### src/rtl/au_lead_det_iter_if.sv
// Handshake bundle for au_lead_det_iter: input word/mode channel and result channel.
// The master drives stimulus and accepts results; the slave is the detector.
interface au_lead_det_iter_if #(
  parameter int WIDTH = 32
) ();
  localparam int PW = (WIDTH > 1) ? $clog2(WIDTH) : 1;

  logic             in_valid;
  logic             in_ready;
  logic [WIDTH-1:0] a;
  logic             mode;
  logic             out_valid;
  logic             out_ready;
  logic [WIDTH-1:0] z;
  logic [PW-1:0]    pos;
  logic             no_det;

  modport master (
    output in_valid, a, mode, out_ready,
    input  in_ready, out_valid, z, pos, no_det
  );

  modport slave (
    input  in_valid, a, mode, out_ready,
    output in_ready, out_valid, z, pos, no_det
  );
endinterface

### src/rtl/au_lead_det_iter.sv
// Chunk-iterative leading-digit detector: scans one CHUNK-bit slice per cycle from the MSB.
// Optional macro AU_LEAD_DET_OVERLAP_EN lets a new job be accepted on the result handoff cycle.
module au_lead_det_iter #(
  parameter int WIDTH = 32,
  parameter int CHUNK = 8
) (
  input logic               clk,
  input logic               rst,
  au_lead_det_iter_if.slave bus
);
  localparam int NCHK = (CHUNK > 0) ? (WIDTH + CHUNK - 1) / CHUNK : 1;
  localparam int PW   = (WIDTH > 1) ? $clog2(WIDTH) : 1;
  localparam int MW   = (NCHK > 1) ? $clog2(NCHK) : 1;
  localparam int TOT  = NCHK * CHUNK;

  generate
    if (WIDTH < 1 || CHUNK < 1 || CHUNK > WIDTH) begin : g_bad_params
      $fatal(1, "au_lead_det_iter: illegal parameters WIDTH=%0d CHUNK=%0d", WIDTH, CHUNK);
    end
  endgenerate

  typedef enum logic [1:0] {S_IDLE, S_SCAN, S_DONE} state_t;

  state_t           state_q, state_d;
  logic [MW-1:0]    m_q, m_d;
  logic [TOT-1:0]   sh_q, sh_d;
  logic [WIDTH-1:0] z_q, z_d;
  logic [PW-1:0]    pos_q, pos_d;
  logic             nd_q, nd_d;

  logic             in_ready_w;
  logic             accept;
  logic             last;
  logic             hit;
  logic [31:0]      hit_off;
  logic [31:0]      pos_calc;
  logic [TOT-1:0]   load_w;

  // Word is left-aligned in a chunk-multiple shifter; zero padding below bit 0 can never hit.
  always_comb begin
    load_w = '0;
    load_w[TOT-1 -: WIDTH] = bus.mode ? bus.a : ~bus.a;
  end

  always_comb begin
    hit     = 1'b0;
    hit_off = '0;
    for (int unsigned j = 0; j < CHUNK; j++) begin
      if (!hit && sh_q[TOT-1-j]) begin
        hit     = 1'b1;
        hit_off = j;
      end
    end
  end

  assign last     = (32'(m_q) == 32'(NCHK - 1));
  assign pos_calc = 32'(WIDTH - 1) - 32'(m_q) * 32'(CHUNK) - hit_off;

  always_comb begin
    in_ready_w = 1'b0;
    if (!rst) begin
      if (state_q == S_IDLE) begin
        in_ready_w = 1'b1;
      end
`ifdef AU_LEAD_DET_OVERLAP_EN
      else if (state_q == S_DONE) begin
        in_ready_w = bus.out_ready;
      end
`endif
    end
  end

  always_comb begin
    state_d = state_q;
    m_d     = m_q;
    sh_d    = sh_q;
    z_d     = z_q;
    pos_d   = pos_q;
    nd_d    = nd_q;
    accept  = bus.in_valid && in_ready_w;
    unique case (state_q)
      S_IDLE: begin
        if (accept) begin
          sh_d    = load_w;
          m_d     = '0;
          state_d = S_SCAN;
        end
      end
      S_SCAN: begin
        if (hit) begin
          z_d     = WIDTH'(1) << pos_calc;
          pos_d   = PW'(pos_calc);
          nd_d    = 1'b0;
          state_d = S_DONE;
        end else if (last) begin
          z_d     = '0;
          pos_d   = '0;
          nd_d    = 1'b1;
          state_d = S_DONE;
        end else begin
          m_d  = m_q + 1'b1;
          sh_d = sh_q << CHUNK;
        end
      end
      S_DONE: begin
        // accept can only be true here when overlap is enabled
        if (bus.out_ready) begin
          if (accept) begin
            sh_d    = load_w;
            m_d     = '0;
            state_d = S_SCAN;
          end else begin
            state_d = S_IDLE;
          end
        end
      end
      default: state_d = S_IDLE;
    endcase
  end

  always_ff @(posedge clk) begin
    if (rst) begin
      state_q <= S_IDLE;
      m_q     <= '0;
      sh_q    <= '0;
      z_q     <= '0;
      pos_q   <= '0;
      nd_q    <= 1'b0;
    end else begin
      state_q <= state_d;
      m_q     <= m_d;
      sh_q    <= sh_d;
      z_q     <= z_d;
      pos_q   <= pos_d;
      nd_q    <= nd_d;
    end
  end

  assign bus.in_ready  = in_ready_w;
  assign bus.out_valid = !rst && (state_q == S_DONE);
  assign bus.z         = rst ? '0 : z_q;
  assign bus.pos       = rst ? '0 : pos_q;
  assign bus.no_det    = rst ? 1'b0 : nd_q;
endmodule

### src/flat_wrapper.sv
// flat-port wrapper written by rule: the top's interface ports become plain ports
module au_lead_det_iter_flat 
#(
  parameter int WIDTH = 32,
  parameter int CHUNK = 8
)
  (clk, rst, bus_in_valid, bus_a, bus_mode, bus_out_ready, bus_in_ready, bus_out_valid, bus_z, bus_pos, bus_no_det);
  au_lead_det_iter_if #(.WIDTH(WIDTH)) bus_i ();
  input logic clk;
  input logic rst;
  input wire logic [$bits(bus_i.in_valid)-1:0] bus_in_valid;
  input wire logic [$bits(bus_i.a)-1:0] bus_a;
  input wire logic [$bits(bus_i.mode)-1:0] bus_mode;
  input wire logic [$bits(bus_i.out_ready)-1:0] bus_out_ready;
  output wire logic [$bits(bus_i.in_ready)-1:0] bus_in_ready;
  output wire logic [$bits(bus_i.out_valid)-1:0] bus_out_valid;
  output wire logic [$bits(bus_i.z)-1:0] bus_z;
  output wire logic [$bits(bus_i.pos)-1:0] bus_pos;
  output wire logic [$bits(bus_i.no_det)-1:0] bus_no_det;
  assign bus_i.in_valid = bus_in_valid;
  assign bus_i.a = bus_a;
  assign bus_i.mode = bus_mode;
  assign bus_i.out_ready = bus_out_ready;
  assign bus_in_ready = bus_i.in_ready;
  assign bus_out_valid = bus_i.out_valid;
  assign bus_z = bus_i.z;
  assign bus_pos = bus_i.pos;
  assign bus_no_det = bus_i.no_det;
  au_lead_det_iter #(.WIDTH(WIDTH), .CHUNK(CHUNK)) u_core (.clk(clk), .rst(rst), .bus(bus_i));
endmodule
### config.mk
export PLATFORM = sky130hd
export DESIGN_NAME = au_lead_det_iter_flat
export DESIGN_NICKNAME = d
export VERILOG_FILES = /design/src/rtl/au_lead_det_iter_if.sv /design/src/rtl/au_lead_det_iter.sv /design/src/flat_wrapper.sv
export SDC_FILE = /design/constraint.sdc
export NUM_CORES = 1
export LEC_CHECK = 0
export ABC_AREA = 1
export CAP_MARGIN = 40
export CORE_MARGIN = 1
export CORE_UTILIZATION = 40
export DETAILED_ROUTE_END_ITERATION = 12
export DONT_BUFFER_PORTS = 1
export PLACE_DENSITY = 0.57
export SLEW_MARGIN = 20
export SYNTH_ARGS = -nofsm -noshare
export SYNTH_HDL_FRONTEND = slang
export SYNTH_SLANG_ARGS = --single-unit
### constraint.sdc
create_clock -name clk -period 3.85 [get_ports clk]
set_input_delay 0.77 -clock clk [delete_from_list [all_inputs] [get_ports clk]]
set_output_delay 0.77 -clock clk [all_outputs]
set_load 0.01 [all_outputs]
==> metrics.md <==
| Metric | Value |
|---|---|
| Vias in the first global route | 3121 |
| Internal power | 1.37 mW |
| Vias | 3380 |
| Worst setup SP type | register |
| Worst Setup SP | u_core.state_q[0] |
| GRT Util Overall | 0.181 |
| Arr. time, crit path | 2.68 ns |
| Resized Gates After CTS | 0 |
| Largest net degree at the start of global routing | 52 |
| Crit-path slowest cell | buf_4 |
| RSZ-0062 raised after global routing | no |
| Die area | 10200 um2 |
| Antenna cells | 0 |
| Hpwl dp | 5870 um |
| Num CTS Buffers | 9 |
| Final wirelength | 8750 um |
| Drt initial violations | 129 |
| Vias per inst | 4.76 |
| Skew final | 0.0102 ns |
| Syn Inst Count | 593 |
| Power share of the sequential group | 0.445 |
| Final hold vios | 0 |
| Final setup TNS | 0 ns |
| Kind of critical path | register to register |
| Most frequent cells in the layout | nand2_1, nor2_1, dfxtp_1 |
| Final worst path period need | 2.43 ns |
| Post-Syn Nets | 631 |
| Crit path to | u_core.sh_q[8] |
| DRT Pass-1 Iters | 4 |
| Rows | 35 |
| Final Cycle Share | 0.632 |
| Worst r2r src | u_core.state_q[0] |
| Max Cap Viol | 0 |
| Nets@finish | 614 |
| Avg Cell Area, Syn | 6.59 um2 |
| Crit-path max cell delay | 0.42 ns |
| Top delay family on crit path | simple AND/OR/NAND/NOR gates |
| Routed wl met3 | 398 um |
| Final antenna-violating net count | 0 |
| Sw Ratio | 0.268 |
| Relative slew slack | 0.680 |
| VDD IR-drop max | 0.180 mV |
| WP data required | 4.09 ns |
| Worst Path Max Fanout | 45 |
| Clock power share | 0.401 |
| HP Class | input pin to register |
| First-pass GRT wire length | 14500 um |
| Initial Util | 0.419 |
| Clk buf depth | 2 |
| Final Setup Violations | 0 |
| Final GP Congestion | 0.747 |
| Total setup buffers inserted after CTS | 0 |
| Status | finished clean |
| Distinct cell type count after synthesis | 34 |
| R2R setup slack | 1.42 ns |
| Seq/Total Area, Yosys | 0.379 |
| Initial antenna violation count | 0 |
| CP Depth | 10 |
| Highest clock rate | 411 MHz |
| Die X | 101 um |
| Die height | 101 um |
| CTS tree | yes |
| Post-Syn Area | 3900 um2 |
| Gr ovfl total | 0 |
| Static Leak | 1.84 nW |
| Depth of the most critical reg-to-reg path | 10 |
| Post-DR wirelength/cell | 12.3 um |
| Area growth syn-to-layout | 6.60% |
| Tightest Pin Transition | 0.480 ns |
| DRC | 0 |
| Slew Limit Fails | 0 |
| Ys Warns | 0 |
| I/O pin cnt | 77 |
| Core area | 9330 um2 |
| Cts hold-fix bufs | 0 |
| Critical path capture point type | register |
| Clock Root Buffer | clkbuf_8 |
| WP buf/inv | 4 |
| Layout cell share with drive strength beyond 1 | 0.0757 |
| Highest routed layer | met4 |
| Post-synthesis register bit count | 74 |
| Worst R2R End | u_core.sh_q[8] |
| Power share of the combinational group | 0.153 |
| Worst skew pair latency | 0.35 ns |
| Port Buffers | 0 |
| Most common cell after layout, fill and taps aside | nand2_1 |
| Wl on met1 | 4350 um |
| Pwr dens | 451 nW/um2 |
| Most frequent CP cell | nor2_1 |
| Switching Power | 0.504 mW |
| Hold Slack | 0.486 ns |
| Clock sink count | 74 |
| CTS clk-pin slew, worst paths | 0.08 ns |
| Met2 WL post-DR | 3830 um |
| H-tree depth | 3 |
| CP cell instances | inv_1, nor2_4, buf_4, inv_2, nor2_1, nand3_4, nand2_8, inv_4, nor2_1, nor2_1 |
final cells by class:
class                           count  area [um2]
Fill cell                        1002        5160
Multi-Input combinational cell    426        2000
Sequential cell                    74        1480
Inverter                           61         236
Tap cell                          129         161
Clock buffer                       11         151
Clock inverter                      5         100
Timing Repair Buffer                4        30.0
power by group through the flow:
| stage | sequential [mW] | combinational, mW | clock (mW) |
|---|---|---|---|
| 2_1_floorplan | 0.843 | 0.269 | 0 |
| 3_3_place_gp | 0.853 | 0.288 | 0 |
| 3_5_place_dp | 0.854 | 0.290 | 0 |
| 4_1_cts | 0.836 | 0.291 | 0.772 |
| 5_1_grt | 0.842 | 0.333 | 0.803 |
| 6_report | 0.837 | 0.288 | 0.754 |
per-stage QoR:
step	power (mW)	setup WS (ns)	cells	utilization	instance area, um2
finish	1.88	1.42	710	0.446	4160
global route	1.98	1.14	710	0.446	4160
CTS	1.90	1.40	710	0.446	4160
detailed placement	1.14	1.42	694	0.419	3910
global placement	1.14	1.51	693	0.419	3900
floorplan	1.11	1.42	593	-	3910
routing by layer:
metal,vias up,global-route usage
met1,1526,0.231
li1,1774,-
met4,0,0.0758
met5,-,0
met2,68,0.294
met3,12,0.0430
cell families after synthesis:
| family | share of synthesized area |
|---|---|
| XOR/XNOR | 0.0493 |
| multiplexers | 0.0103 |
| buffers and inverters | 0.108 |
| adder cells (fa/ha/maj) | 0.00320 |
| AO/OA/AOI/OAI | 0.0686 |
| AND/OR/NAND/NOR | 0.381 |
| flip-flops | 0.379 |
flip-flops by register name, indices dropped and copies added (netlist names):
register	cells
u_core.sh_q	32
u_core.nd_q	1
u_core.m_q	2
u_core.pos_q	5
u_core.z_q	32
u_core.state_q	2
synth_stat cells (all sizes together):
cell    number  area share
o21ai       21       0.027
clkinv       2      0.0032
a21oi       26       0.034
and3         1      0.0016
nor3         4      0.0051
xnor2        9       0.020
nand3       32       0.044
clkbuf      15       0.014
dfxtp       74        0.38
nand3b       7       0.013
inv         59       0.057
nand4        1      0.0016
ha           1      0.0032
a31oi        1      0.0016
or2          7       0.011
o21a         3      0.0058
mux2i        4       0.010
nor2       130        0.13
nand2      166        0.17
xor2        13       0.029
buf         17       0.033
worst min path at each step:
stage	from	to	slack, ns	cells past startpoint
after floorplan	u_core.sh_q[11]	u_core.sh_q[11]	0.45	2
after global placement	u_core.sh_q[11]	u_core.sh_q[11]	0.47	2
after detailed placement	u_core.sh_q[19]	u_core.sh_q[19]	0.47	2
after CTS	rst	u_core.sh_q[7]	0.46	1
after global routing	rst	u_core.sh_q[7]	0.46	1
final	rst	u_core.sh_q[7]	0.49	1
(Power assumes the default switching activity.)
